### src/rtl/topk_drain.sv
// Top-K drain: captures one ascending-sorted N-lane vector with its sideband and
// streams the K largest lanes out serially, largest first, over valid/ready.
module topk_drain #(
    parameter int DATAWIDTH = 8,
    parameter int N         = 16,
    parameter int K         = 4,
    parameter int CTRLW     = 4,
    localparam int RW       = (K > 1) ? $clog2(K) : 1
) (
    input  logic                   clk_i,
    input  logic                   rst_i,
    input  logic                   vec_valid_i,
    output logic                   vec_ready_o,
    input  logic [N*DATAWIDTH-1:0] vec_i,
    input  logic [CTRLW-1:0]       ctrl_i,
    output logic                   out_valid_o,
    input  logic                   out_ready_i,
    output logic [DATAWIDTH-1:0]   out_data_o,
    output logic [RW-1:0]          out_rank_o,
    output logic                   out_last_o,
    output logic [CTRLW-1:0]       ctrl_o,
    output logic                   busy_o
);

    generate
        if (K < 1 || K > N || N < 2) begin : g_param_check
            $error("topk_drain: requires N >= 2 and 1 <= K <= N");
        end
    endgenerate

    typedef enum logic {IDLE, DRAIN} state_t;

    state_t                 state_q, state_d;
    logic [RW-1:0]          rank_q, rank_d;
    logic [K*DATAWIDTH-1:0] cap_q, cap_d;
    logic [CTRLW-1:0]       ctrl_q, ctrl_d;
    logic                   out_valid_q, out_valid_d;
    logic [DATAWIDTH-1:0]   out_data_q, out_data_d;
    logic [RW-1:0]          out_rank_q, out_rank_d;
    logic                   out_last_q, out_last_d;
    logic                   out_fire;
    logic                   vec_ready;

    // Only the top K lanes are kept; the lower lanes are intentionally dropped.
    logic [N*DATAWIDTH-1:0] unused_vec;
    assign unused_vec = vec_i;

    // Rank r maps to captured lane K-1-r (captured lane K-1 is the input's max lane).
    function automatic logic [DATAWIDTH-1:0] lane_sel(input logic [K*DATAWIDTH-1:0] cap,
                                                      input logic [RW-1:0] r);
        lane_sel = '0;
        for (int i = 0; i < K; i++) begin
            if (r == RW'(i)) lane_sel = cap[(K-1-i)*DATAWIDTH +: DATAWIDTH];
        end
    endfunction

    assign out_fire  = out_valid_q && out_ready_i;
    assign vec_ready = (state_q == IDLE) || (out_fire && out_last_q);

    always_comb begin
        state_d = state_q;
        rank_d  = rank_q;
        cap_d   = cap_q;
        ctrl_d  = ctrl_q;
        if (vec_valid_i && vec_ready) begin
            cap_d   = vec_i[N*DATAWIDTH-1 -: K*DATAWIDTH];
            ctrl_d  = ctrl_i;
            rank_d  = '0;
            state_d = DRAIN;
        end else if (out_fire) begin
            if (out_last_q) state_d = IDLE;
            else            rank_d  = rank_q + RW'(1);
        end
        // Outputs are registered copies of the next state so nothing is combinational from vec_valid_i.
        out_valid_d = (state_d == DRAIN);
        out_data_d  = (state_d == DRAIN) ? lane_sel(cap_d, rank_d) : '0;
        out_rank_d  = (state_d == DRAIN) ? rank_d : '0;
        out_last_d  = (state_d == DRAIN) && (rank_d == RW'(K-1));
    end

    always_ff @(posedge clk_i or posedge rst_i) begin
        if (rst_i) begin
            state_q     <= IDLE;
            rank_q      <= '0;
            cap_q       <= '0;
            ctrl_q      <= '0;
            out_valid_q <= 1'b0;
            out_data_q  <= '0;
            out_rank_q  <= '0;
            out_last_q  <= 1'b0;
        end else begin
            state_q     <= state_d;
            rank_q      <= rank_d;
            cap_q       <= cap_d;
            ctrl_q      <= ctrl_d;
            out_valid_q <= out_valid_d;
            out_data_q  <= out_data_d;
            out_rank_q  <= out_rank_d;
            out_last_q  <= out_last_d;
        end
    end

    assign vec_ready_o = vec_ready;
    assign out_valid_o = out_valid_q;
    assign out_data_o  = out_data_q;
    assign out_rank_o  = out_rank_q;
    assign out_last_o  = out_last_q;
    assign ctrl_o      = ctrl_q;
    assign busy_o      = (state_q == DRAIN);

endmodule

### config.mk
export PLATFORM = sky130hd
export DESIGN_NAME = topk_drain
export DESIGN_NICKNAME = d
export VERILOG_FILES = /design/src/rtl/topk_drain.sv
export SDC_FILE = /design/constraint.sdc
export NUM_CORES = 1
export LEC_CHECK = 0
export ABC_AREA = 0
export BUFFER_PORTS_ARGS = -buffer_cell sky130_fd_sc_hd__clkbuf_2
export CELL_PAD_IN_SITES_DETAIL_PLACEMENT = 1
export CELL_PAD_IN_SITES_GLOBAL_PLACEMENT = 1
export CORE_UTILIZATION = 26
export DETAILED_ROUTE_END_ITERATION = 12
export PLACE_DENSITY = 0.79
export SLEW_MARGIN = 0
export SYNTH_ARGS = -nofsm -noshare
export SYNTH_HDL_FRONTEND = slang
export SYNTH_SLANG_ARGS = --single-unit
### constraint.sdc
create_clock -name clk_i -period 1.8 [get_ports clk_i]
set_input_delay 0.18 -clock clk_i [delete_from_list [all_inputs] [get_ports clk_i]]
set_output_delay 0.18 -clock clk_i [all_outputs]
set_load 0.05 [all_outputs]
==> reports/qor.csv, run 1 <==
metric;value;unit
CTS Root Buffer Type;sky130_fd_sc_hd__clkbuf_8;
RD Place Congestion;0.782;
Design Area, Final;3030;sq um
share of synthesized area occupied by flip-flops and latches;54.4;%
Min-Delay Path Class;primary input to flop;
core area;8380;sq um
depth of the CTS H-tree;2;
cell area after synthesis;2300;sq um
DIE AREA;9220;sq um
Slew headroom;63.5;%
site row count;33;
commonest cells after routing, fill and taps aside;71 x sky130_fd_sc_hd__nand2_1, 57 x sky130_fd_sc_hd__clkbuf_2, 47 x sky130_fd_sc_hd__dfrtp_1, 19 x sky130_fd_sc_hd__buf_4, 15 x sky130_fd_sc_hd__inv_1;
Worst Setup Slack post-DPL;-0.0701;ns
gr usage total;14.3;%
combined area of the multi-input logic cells;977;sq um
io pins;154;
Detail Route Antenna Nets;0;
run status;complete, no violations;
fraction of layout instances using a drive strength above 1;40.8;%
Power Density;2040;nW/um^2
floorplan die width;96.0;um
diodes inserted;0;
Via-to-Cell Ratio;4.66;
type of the worst setup path;flop to flop;
CTS max path bufs;2;
layout-stage area growth over the synthesis result;31.7;%
count of cell types in the netlist;40;
time the worst path needs with I/O delays and setup;1.80;ns
largest net degree at the start of global routing;27;
routed length per instance;15.4;um
first-pass detailed-route iteration total;4;
unrepaired setup endpoints after global routing;yes;
initial antenna violation count;0;
Final Instance Count excl. Fillers;409;
Startpoint Class;flop;
post-synthesis sequential element count;50;
Die Height;96.0;um
minimum setup slack among reg-to-reg paths;0.005;ns
total count of max-transition violations in the final report;0;
critical path, cell by cell;nand3b_1 > a221oi_4 > nor2_4 > inv_6 > nand2_1 > a311oi_2;
Critical R2R Launch;rank_q[1]$_DFF_PP0_;
number of remaining DRC errors;0;
First DRT Iteration DRCs;123;
Required @ worst endpoint;2.00;ns
cell with the largest stage delay on the worst path;sky130_fd_sc_hd__dfrtp_1;
TritonCTS sink count;50;
clock network latency to the later pin of the worst-skew pair;0.30;ns
final HPWL from detailed placement;4.43;mm
worst clock skew on the final layout;0.00612;ns
post-detailed-routing wire length;6.32;mm
final worst path period share;99.7;%
largest incremental delay on the critical path;0.44;ns
initial core utilization;27.4;%
post-synthesis instance total;228;
element type at the critical path end;flop;
detailed-route via count;1904;
Tot Pwr;6.18;mW
# setup viols final;0;
clock tree from TritonCTS;built;
maximum frequency from static timing analysis;0.557;GHz
overflow left after global routing;0;
synthesized area per cell;10.1;sq um
final hold violation count;0;
Critical Path Fanout Max;11;
clock-pin slew on the worst setup and hold paths;0.09;ns
core utilization of the finished layout;36.1;%
Placed Area;2760;sq um
Worst Setup Slack, final;0.00474;ns
final-layout fill cell count;1000;
critical path arrival;1.99;ns
worst ir drop on vdd;0.649;mV
total nets after synthesis;364;
final layout net count;439;
number of warnings issued by yosys;0;
number of placed instances with taps included;394;
max-cap violation count;0;
global-route wire length before repair;9.89;mm
critical path launch point;rank_q[1]$_DFF_PP0_;
Bufs and invs on worst path;1;
kind of cell adding the most delay to the critical path;compound AO/OA/AOI/OAI gates;
total CTS buffers;5;
number of global-route vias before repair;2028;
pin slew with the least headroom to its limit;0.547;ns
area occupied by registers;1250;sq um
Port-buffer cells;57;
Worst Min Path Start;vec_i[119];
Static Leakage;1.50;nW
leading cell type in the layout, fill and taps excluded;sky130_fd_sc_hd__nand2_1;
worst paths after layout:
kind / cells past startpoint / to
worst max-delay path: 6 / out_data_o[3]$_DFF_PP0_
worst min-delay path: 3 / cap_q[23]$_DFF_PP0_
worst max register to register: 6 / out_data_o[3]$_DFF_PP0_
worst min register to register: 2 / cap_q[2]$_DFF_PP0_
max in group asynchronous: 4 / cap_q[9]$_DFF_PP0_
min in group asynchronous: 3 / rank_q[0]$_DFF_PP0_
logic make-up after synthesis:
group           Yosys count  synth area share, %
compound gates           41                 15.3
flops                    50                 54.4
buf+inv                  33                 7.13
mux                      14                 6.64
simple gates             90                 16.5
layer usage:
| layer | global-route usage [%] | part of all wire, % | vias up |
|---|---|---|---|
| met5 | 0 | 0 | - |
| met4 | 6.09 | 2.4 | 0 |
| met3 | 3.24 | 5.4 | 15 |
| met2 | 23.6 | 47 | 55 |
| met1 | 17.8 | 45 | 921 |
| li1 | - | - | 913 |
registers in the layout (all words and copies together) (netlist names):
name         flops
out_last_o       1
out_rank_o       2
out_data_o       8
ctrl_o           4
rank_q           2
cap_q           32
out_valid_o      1
where the power goes:
group,internal [mW],switching (mW)
registers,1.67,0.268
clock network,0.415,0.380
logic,1.31,2.14
per-stage QoR:
step           hold WS (ns)  TNS [ns]
2_1_floorplan         0.285     -4.89
3_3_place_gp          0.243         0
3_5_place_dp          0.252    -0.160
4_1_cts              0.0554         0
5_1_grt              0.0515    -0.253
6_report             0.0614         0
synth_stat cells, drive strengths merged:
cell type  count  area share [%]
nand2         71              12
dfrtp         50              54
inv           21             3.5
a21oi         10             3.2
mux2i         10             4.4
buf            8             2.9
o21ai          7             1.7
a2111oi        6             2.3
nor2           5             1.1
nor3           5             1.1
a311oi         4             1.5
clkbuf         4            0.71
mux2           4             2.3
a211oi         3            0.98
a221o          3             1.3
and2           2            0.65
nand2b         2            0.54
nor2b          2            0.54
a21bo          1            0.44
a221oi         1             1.1
a32o           1            0.44
a32oi          1            0.38
nand3b         1            0.33
nor3b          1            0.33
o221ai         1            0.65
o22ai          1            0.27
o32ai          1            0.38
o41ai          1            0.71
or3            1            0.27
tightest hold or removal path: cells and delay by family:
kind	cells	cell delay, ns
simple gates	2	0.09
buf+inv	1	0.07
area by class of cell:
class	count	share of cell area, %
Clock buffer	6	2.40
Timing Repair Buffer	79	15.5
Multi-Input combinational cell	146	32.3
Tap cell	105	4.34
Sequential cell	50	41.4
Clock inverter	2	1.24
Inverter	21	2.85
timing repair:
action | CTS | global route
pin swaps | 2 | 6
hold buffers | 1 | 0
gates cloned | 0 | 1
setup buffers | 3 | 2
setup endpoints to repair | 6 | 8
endpoints found under the hold margin | 24 | 0
resized for setup | 4 | 22
Power figures use the tool's default switching activity.
==> run 2, diff against run 1 <==
--- a/config.mk
+++ b/config.mk
@@ -11,7 +11,7 @@
 export CELL_PAD_IN_SITES_GLOBAL_PLACEMENT = 1
 export CORE_UTILIZATION = 26
 export DETAILED_ROUTE_END_ITERATION = 12
-export PLACE_DENSITY = 0.79
+export PLACE_DENSITY_LB_ADDON = 0.15
 export SLEW_MARGIN = 0
 export SYNTH_ARGS = -nofsm -noshare
 export SYNTH_HDL_FRONTEND = slang
==> run 2 against run 1 <==
  * The run now ends with setup timing left
  * Via count is 0.47% higher
  * Count of clock-buffer cells in the layout fell by 1
  * Clock skew is 0.0067 ns higher
  * Global-route usage rose by 0.22 points
  * Non-clock buffer count grew 8
  * Critical path type unchanged
  * First-iteration DRC count shrank 55%
  * Worst setup slack lost 0.029 ns
  * Sequential share of layout area shrank 1.8 points
==> reports/qor.csv, run 2 (synthesis gave the netlist of run 1 again) <==
metric;value;unit;change
run status;finished with violations;;
violated checks;setup timing;;
unrepaired setup endpoints after global routing;yes;;
CTS Root Buffer Type;sky130_fd_sc_hd__clkbuf_8;;
clock-pin slew on the worst setup and hold paths;0.11;ns;+0.02 ns
largest incremental delay on the critical path;0.44;ns;about the same
Required @ worst endpoint;2.00;ns;about the same
worst ir drop on vdd;0.537;mV;-17%
core utilization of the finished layout;37.8;%;+1.6 points
final HPWL from detailed placement;4.38;mm;-1.0%
diodes inserted;0;;unchanged
detailed-route via count;1913;;+0.47%
Clk network pwr share;11.2;%;-1.7 points
final layout net count;449;;+2.3%
global-route wire length before repair;10.1;mm;+2.4%
fraction of layout instances using a drive strength above 1;43.6;%;+2.8 points
commonest cells after routing, fill and taps aside;70 x sky130_fd_sc_hd__nand2_1, 57 x sky130_fd_sc_hd__clkbuf_2, 48 x sky130_fd_sc_hd__dfrtp_1, 28 x sky130_fd_sc_hd__buf_4, 15 x sky130_fd_sc_hd__inv_1;;
critical path arrival;2.03;ns;+0.04 ns
final-layout fill cell count;990;;-1.0%
number of remaining DRC errors;0;;unchanged
CTS max path bufs;2;;unchanged
# setup viols final;2;;+2
element type at the critical path end;flop;;
kind of cell adding the most delay to the critical path;compound AO/OA/AOI/OAI gates;;
Worst Setup Slack, final;-0.0238;ns;-0.0285 ns
Design Area, Final;3160;sq um;+4.5%
post-detailed-routing wire length;6.40;mm;+1.3%
critical path, cell by cell;nand3b_1 > a221oi_4 > buf_4 > nor2_4 > clkinv_4 > nand2_2 > a311oi_2;;
Hold Worst Slack;0.0565;ns;-0.00491 ns
max-cap violation count;0;;unchanged
gr usage total;14.5;%;+0.22 points
Power Density;2040;nW/um^2;+0.23%
final hold violation count;0;;unchanged
Die Height;96.0;um;unchanged
Combinational Power Share;58.9;%;+3.1 points
cell with the largest stage delay on the worst path;sky130_fd_sc_hd__dfrtp_1;;
total CTS buffers;5;;unchanged
Placed Area;2810;sq um;+1.5%
final worst path period share;101;%;+1.6 points
switching power;2.99;mW;+7.4%
clock tree from TritonCTS;built;;
site row count;33;;unchanged
io pins;154;;unchanged
switching share of total power;46.2;%;+1.2 points
Bufs and invs on worst path;2;;+1
depth of the CTS H-tree;2;;unchanged
Worst Setup Slack post-DPL;-0.0819;ns;-0.0118 ns
pin slew with the least headroom to its limit;0.525;ns;-0.0220 ns
floorplan die width;96.0;um;unchanged
Port-buffer cells;57;;unchanged
routed length per instance;15.3;um;-1.2%
initial core utilization;27.4;%;unchanged
Startpoint Class;flop;;
total count of max-transition violations in the final report;0;;unchanged
DIE AREA;9220;sq um;unchanged
relative contribution of sequential cells to total power;29.9;%;-1.4 points
core area;8380;sq um;unchanged
number of flip-flops in the largest register;32;;unchanged
Static Leakage;1.57;nW;+4.6%
Detail Route Antenna Nets;0;;unchanged
layout-stage area growth over the synthesis result;37.6;%;
first-pass detailed-route iteration total;4;;unchanged
leading cell type in the layout, fill and taps excluded;sky130_fd_sc_hd__nand2_1;;
Via-to-Cell Ratio;4.57;;-1.9%
initial antenna violation count;0;;unchanged
largest net degree at the start of global routing;29;;+7.4%
clock network latency to the later pin of the worst-skew pair;0.32;ns;+0.02 ns
time the worst path needs with I/O delays and setup;1.82;ns;+0.0285 ns
Min-Delay Path Class;primary input to flop;;
Top reg by flops;cap_q;;
Cell Int Power;3.48;mW;+2.5%
RD Place Congestion;0.731;;-6.4%
maximum frequency from static timing analysis;0.548;GHz;-1.6%
overflow left after global routing;0;;unchanged
worst clock skew on the final layout;0.0128;ns;+0.00673 ns
First DRT Iteration DRCs;55;;-55%
Slew headroom;64.9;%;+1.5 points
type of the worst setup path;flop to flop;;
Critical Path Fanout Max;6;;-5
number of global-route vias before repair;1944;;-4.1%
TritonCTS sink count;50;;unchanged
-- run 2: what timing repair did --
item                       CTS  global route
hold buffers                 1             0
hold endpoints to repair    22             0
pin swaps                    2             9
setup buffers                2             8
gates resized for setup     15            21
setup endpoints to repair    7             8
cloned                       1             2
-- run 2: path summary, 6_finish.rpt --
check	startpoint	endpoint	slack, ns	depth (start not counted)
worst max-delay path	rank_q[1]$_DFF_PP0_	out_data_o[3]$_DFF_PP0_	-0.02	7
worst min-delay path	ctrl_i[1]	ctrl_o[1]$_DFFE_PP0N_	0.06	3
worst max register to register	rank_q[1]$_DFF_PP0_	out_data_o[3]$_DFF_PP0_	-0.02	7
worst min register to register	ctrl_o[0]$_DFFE_PP0N_	ctrl_o[0]$_DFFE_PP0N_	0.49	2
max in group asynchronous	rst_i	cap_q[19]$_DFF_PP0_	0.82	4
min in group asynchronous	rst_i	out_rank_o[0]$_DFF_PP0_	0.44	3
-- run 2: per-stage QoR --
step                      cells  setup TNS, ns  power [mW]
final                       419        -0.0271        6.47
after global routing        419         -0.727        6.95
after CTS                   410         -0.158        5.98
after detailed placement    398         -0.363        5.01
after global placement      398         -0.148        4.94
after floorplan             228          -4.89        4.08
-- run 2: final cells by class --
class                   instances  area [sq um]  area share [%]
repair buffers                 87           526            16.6
flip-flops and latches         50          1250            39.6
repair inverters                1          6.26           0.198
clock buffers                   5          68.8            2.17
inverters                      21          88.8            2.81
well taps                     105           131            4.15
clock inverters                 3          28.8           0.909
multi-input cells             147          1060            33.5
-- run 2: power groups by stage --
stage,clock (mW),combinational (mW),sequential [mW]
after floorplan,0,1.62,2.45
after detailed placement,0,3.07,1.93
after global routing,0.783,4.16,2.00
after CTS,0.744,3.32,1.92
final,0.724,3.81,1.93
after global placement,0,3.03,1.92
-- run 2: layer usage --
layer,vias up,GRT usage (%),part of all wire [%]
met3,5,2.45,3.2
met1,935,20.5,49
met5,-,0,0
met4,0,3.48,0.97
li1,936,-,-
met2,37,23.0,47
-- run 2: worst register-to-register path, stage by stage, from the launching register on --
cell and delay (ns):
sky130_fd_sc_hd__dfrtp_1 0.44, sky130_fd_sc_hd__nand3b_1 0.24, sky130_fd_sc_hd__a221oi_4 0.35, sky130_fd_sc_hd__buf_4 0.18
sky130_fd_sc_hd__nor2_4 0.05, sky130_fd_sc_hd__clkinv_4 0.12, sky130_fd_sc_hd__nand2_2 0.06, sky130_fd_sc_hd__a311oi_2 0.28
==> run 3, diff against run 2 <==
--- a/config.mk
+++ b/config.mk
@@ -11,7 +11,9 @@
 export CELL_PAD_IN_SITES_GLOBAL_PLACEMENT = 1
 export CORE_UTILIZATION = 26
 export DETAILED_ROUTE_END_ITERATION = 12
+export GPL_TIMING_DRIVEN = 0
 export PLACE_DENSITY_LB_ADDON = 0.15
+export RECOVER_POWER = 25
 export SLEW_MARGIN = 0
 export SYNTH_ARGS = -nofsm -noshare
 export SYNTH_HDL_FRONTEND = slang
==> run 3 against run 2 <==
  * The run still ends with setup timing left
  * Final area shrank 2.7%
  * Clock power rose by 9.3%
  * First-iteration DRC count grew 38%
  * Combinational power fell by 7.6%
  * Count of clock-buffer cells in the layout increased by 2
  * Core utilization shrank 1.0 points
  * Final cell count down 2.1%
  * Critical path type unchanged
  * Hold slack better by 0.0060 ns
  * Largest power group unchanged
  * Routed wire length decreased by 2.2%
  * Sequential share of layout area up 1.2 points
  * Die area unchanged
  * Via count down 0.58%
==> reports/qor.csv, run 3 (synthesis gave the netlist of run 1 again) <==
metric;value;unit;change
leading cell type in the layout, fill and taps excluded;sky130_fd_sc_hd__nand2_1;;
Worst Setup Slack, final;-0.00227;ns;+0.0215 ns
pin slew with the least headroom to its limit;0.708;ns;+0.183 ns
unrepaired setup endpoints after global routing;yes;;
time the worst path needs with I/O delays and setup;1.80;ns;-0.0215 ns
gr usage total;15.1;%;+0.55 points
clock tree from TritonCTS;built;;
fraction of layout instances using a drive strength above 1;41.0;%;-2.6 points
post-detailed-routing wire length;6.25;mm;-2.2%
Port-buffer cells;56;;-1.8%
minimum setup slack among reg-to-reg paths;-0.002;ns;+0.02 ns
total count of max-transition violations in the final report;0;;unchanged
element type at the critical path end;flop;;
Detail Route Antenna Nets;0;;unchanged
TritonCTS sink count;50;;unchanged
Via-to-Cell Ratio;4.64;;+1.6%
Top reg by flops;cap_q;;
RD Place Congestion;0.732;;about the same
commonest cells after routing, fill and taps aside;70 x sky130_fd_sc_hd__nand2_1, 57 x sky130_fd_sc_hd__clkbuf_2, 46 x sky130_fd_sc_hd__dfrtp_1, 16 x sky130_fd_sc_hd__buf_4, 16 x sky130_fd_sc_hd__inv_1;;
largest net degree at the start of global routing;33;;+14%
critical path arrival;1.98;ns;-0.05 ns
number of flip-flops in the largest register;32;;unchanged
first-pass detailed-route iteration total;4;;unchanged
switching power;2.80;mW;-6.4%
depth of the CTS H-tree;2;;unchanged
diodes inserted;0;;unchanged
worst clock skew on the final layout;0.00192;ns;-0.0109 ns
Worst R2R Path Depth;7;;unchanged
clock-pin slew on the worst setup and hold paths;0.09;ns;-0.02 ns
initial core utilization;27.4;%;unchanged
Clk network pwr share;12.7;%;+1.5 points
violated checks;setup timing;;
clock network latency to the later pin of the worst-skew pair;0.30;ns;-0.02 ns
number of global-route vias before repair;1994;;+2.6%
Die Height;96.0;um;unchanged
Critical Path Fanout Max;13;;+7
core area;8380;sq um;unchanged
floorplan die width;96.0;um;unchanged
worst hold endpoint;ctrl_o[1]$_DFFE_PP0N_;;
detailed-route via count;1902;;-0.58%
max-cap violation count;0;;unchanged
Worst Min Path Start;ctrl_i[1];;
type of the worst setup path;flop to flop;;
total CTS buffers;5;;unchanged
Critical R2R Launch;out_last_o$_DFF_PP0_;;
Cell Int Power;3.45;mW;-0.68%
Slew headroom;52.8;%;-12 points
final HPWL from detailed placement;4.39;mm;+0.14%
Required @ worst endpoint;1.98;ns;-0.02 ns
# setup viols final;1;;-1
Hold Crit Depth;3;;unchanged
Worst Setup Slack post-DPL;-0.400;ns;-0.318 ns
io pins;154;;unchanged
Static Leakage;1.53;nW;-2.7%
worst ir drop on vdd;0.506;mV;-5.8%
Tot Pwr;6.25;mW;-3.3%
layout-stage area growth over the synthesis result;33.8;%;
initial antenna violation count;0;;unchanged
run status;finished with violations;;
relative contribution of sequential cells to total power;31.0;%;+1.1 points
reg-to-reg critical path endpoint;out_data_o[0]$_DFF_PP0_;;
global-route wire length before repair;10.3;mm;+1.6%
final layout net count;440;;-2.0%
Power Density;2030;nW/um^2;-0.63%
First DRT Iteration DRCs;76;;+38%
site row count;33;;unchanged
final hold violation count;0;;unchanged
maximum frequency from static timing analysis;0.555;GHz;+1.2%
switching share of total power;44.8;%;-1.5 points
CTS Root Buffer Type;sky130_fd_sc_hd__clkbuf_8;;
Startpoint Class;flop;;
CTS max path bufs;2;;unchanged
DIE AREA;9220;sq um;unchanged
routed length per instance;15.3;um;about the same
Combinational Power Share;56.3;%;-2.6 points
Hold Worst Slack;0.0625;ns;+0.00595 ns
final worst path period share;100;%;-1.2 points
number of remaining DRC errors;0;;unchanged
overflow left after global routing;0;;unchanged
Min-Delay Path Class;primary input to flop;;
## run 3: cell count changes in the layout (fill, tap and decap cells not counted), sizes merged
| cell | change |
|---|---|
| clkbuf | +5 |
| bufinv | +1 |
| buf | -9 |
| inv | -1 |
| and2 | -1 |
| a21oi | -1 |
| clkinv | -3 |
## run 3: worst max-delay path by stage
stage / startpoint / end / slack [ns] / depth (start not counted)
after floorplan: out_valid_o$_DFF_PP0_ / out_data_o[0]$_DFF_PP0_ / -0.28 / 9
final: out_last_o$_DFF_PP0_ / out_data_o[0]$_DFF_PP0_ / -0.002 / 7
after global routing: rank_q[1]$_DFF_PP0_ / out_data_o[3]$_DFF_PP0_ / -0.07 / 6
after CTS: rank_q[1]$_DFF_PP0_ / out_data_o[1]$_DFF_PP0_ / 0.0007 / 7
after detailed placement: rank_q[0]$_DFF_PP0_ / out_data_o[1]$_DFF_PP0_ / -0.40 / 8
after global placement: rst_i / out_last_o$_DFF_PP0_ / -0.52 / 2
## run 3: area by class of cell
cell class	instances	area (sq um)
Sequential cell	50	1260
Fill cell	995	5300
Clock buffer	7	76.3
Clock inverter	1	30.0
Multi-Input combinational cell	145	1000
Timing Repair Buffer	72	419
Buffer	9	81.3
Inverter	21	83.8
Tap cell	105	131
## run 3: critical path, cell delays in order (launching register included)
cell and delay, ns:
sky130_fd_sc_hd__dfrtp_2 0.47, sky130_fd_sc_hd__a21oi_4 0.18, sky130_fd_sc_hd__inv_4 0.04, sky130_fd_sc_hd__and2_4 0.16, sky130_fd_sc_hd__buf_12 0.15, sky130_fd_sc_hd__mux2_4 0.33
sky130_fd_sc_hd__o221ai_4 0.22, sky130_fd_sc_hd__o41ai_2 0.12
## run 3: what timing repair did
| item | CTS | global route |
|---|---|---|
| setup endpoints to repair | 33 | 17 |
| hold buffers | 1 | 0 |
| setup buffers | 12 | 2 |
| hold endpoints to repair | 18 | 0 |
| resized for setup | 19 | 18 |
| pin swaps | 9 | 4 |
## run 3: routing by layer
metal  vias up  part of all wire (%)  GRT usage [%]
li1        922                     -              -
met5         -                     0              0
met3         5                   4.2           3.08
met2        40                    47           24.4
met1       935                    48           20.4
met4         0                   1.2           4.10
## run 3: power by group through the flow
stage	Combinational [mW]	Sequential, mW	Clock, mW
floorplan	1.62	2.45	0
global placement	2.87	1.91	0
detailed placement	2.89	1.94	0
CTS	3.37	1.92	0.815
global route	3.83	2.01	0.854
finish	3.52	1.94	0.791
## run 3: per-stage QoR
step / setup TNS [ns] / cell area (sq um) / utilization (%) / cells
6_report: -0.00227 / 3080 / 36.7 / 410
3_3_place_gp: -24.09 / 2730 / 32.6 / 389
2_1_floorplan: -4.89 / 2320 / - / 228
3_5_place_dp: -6.75 / 2750 / 32.8 / 390
4_1_cts: 0 / 3010 / 35.9 / 408
5_1_grt: -0.341 / 3080 / 36.7 / 410
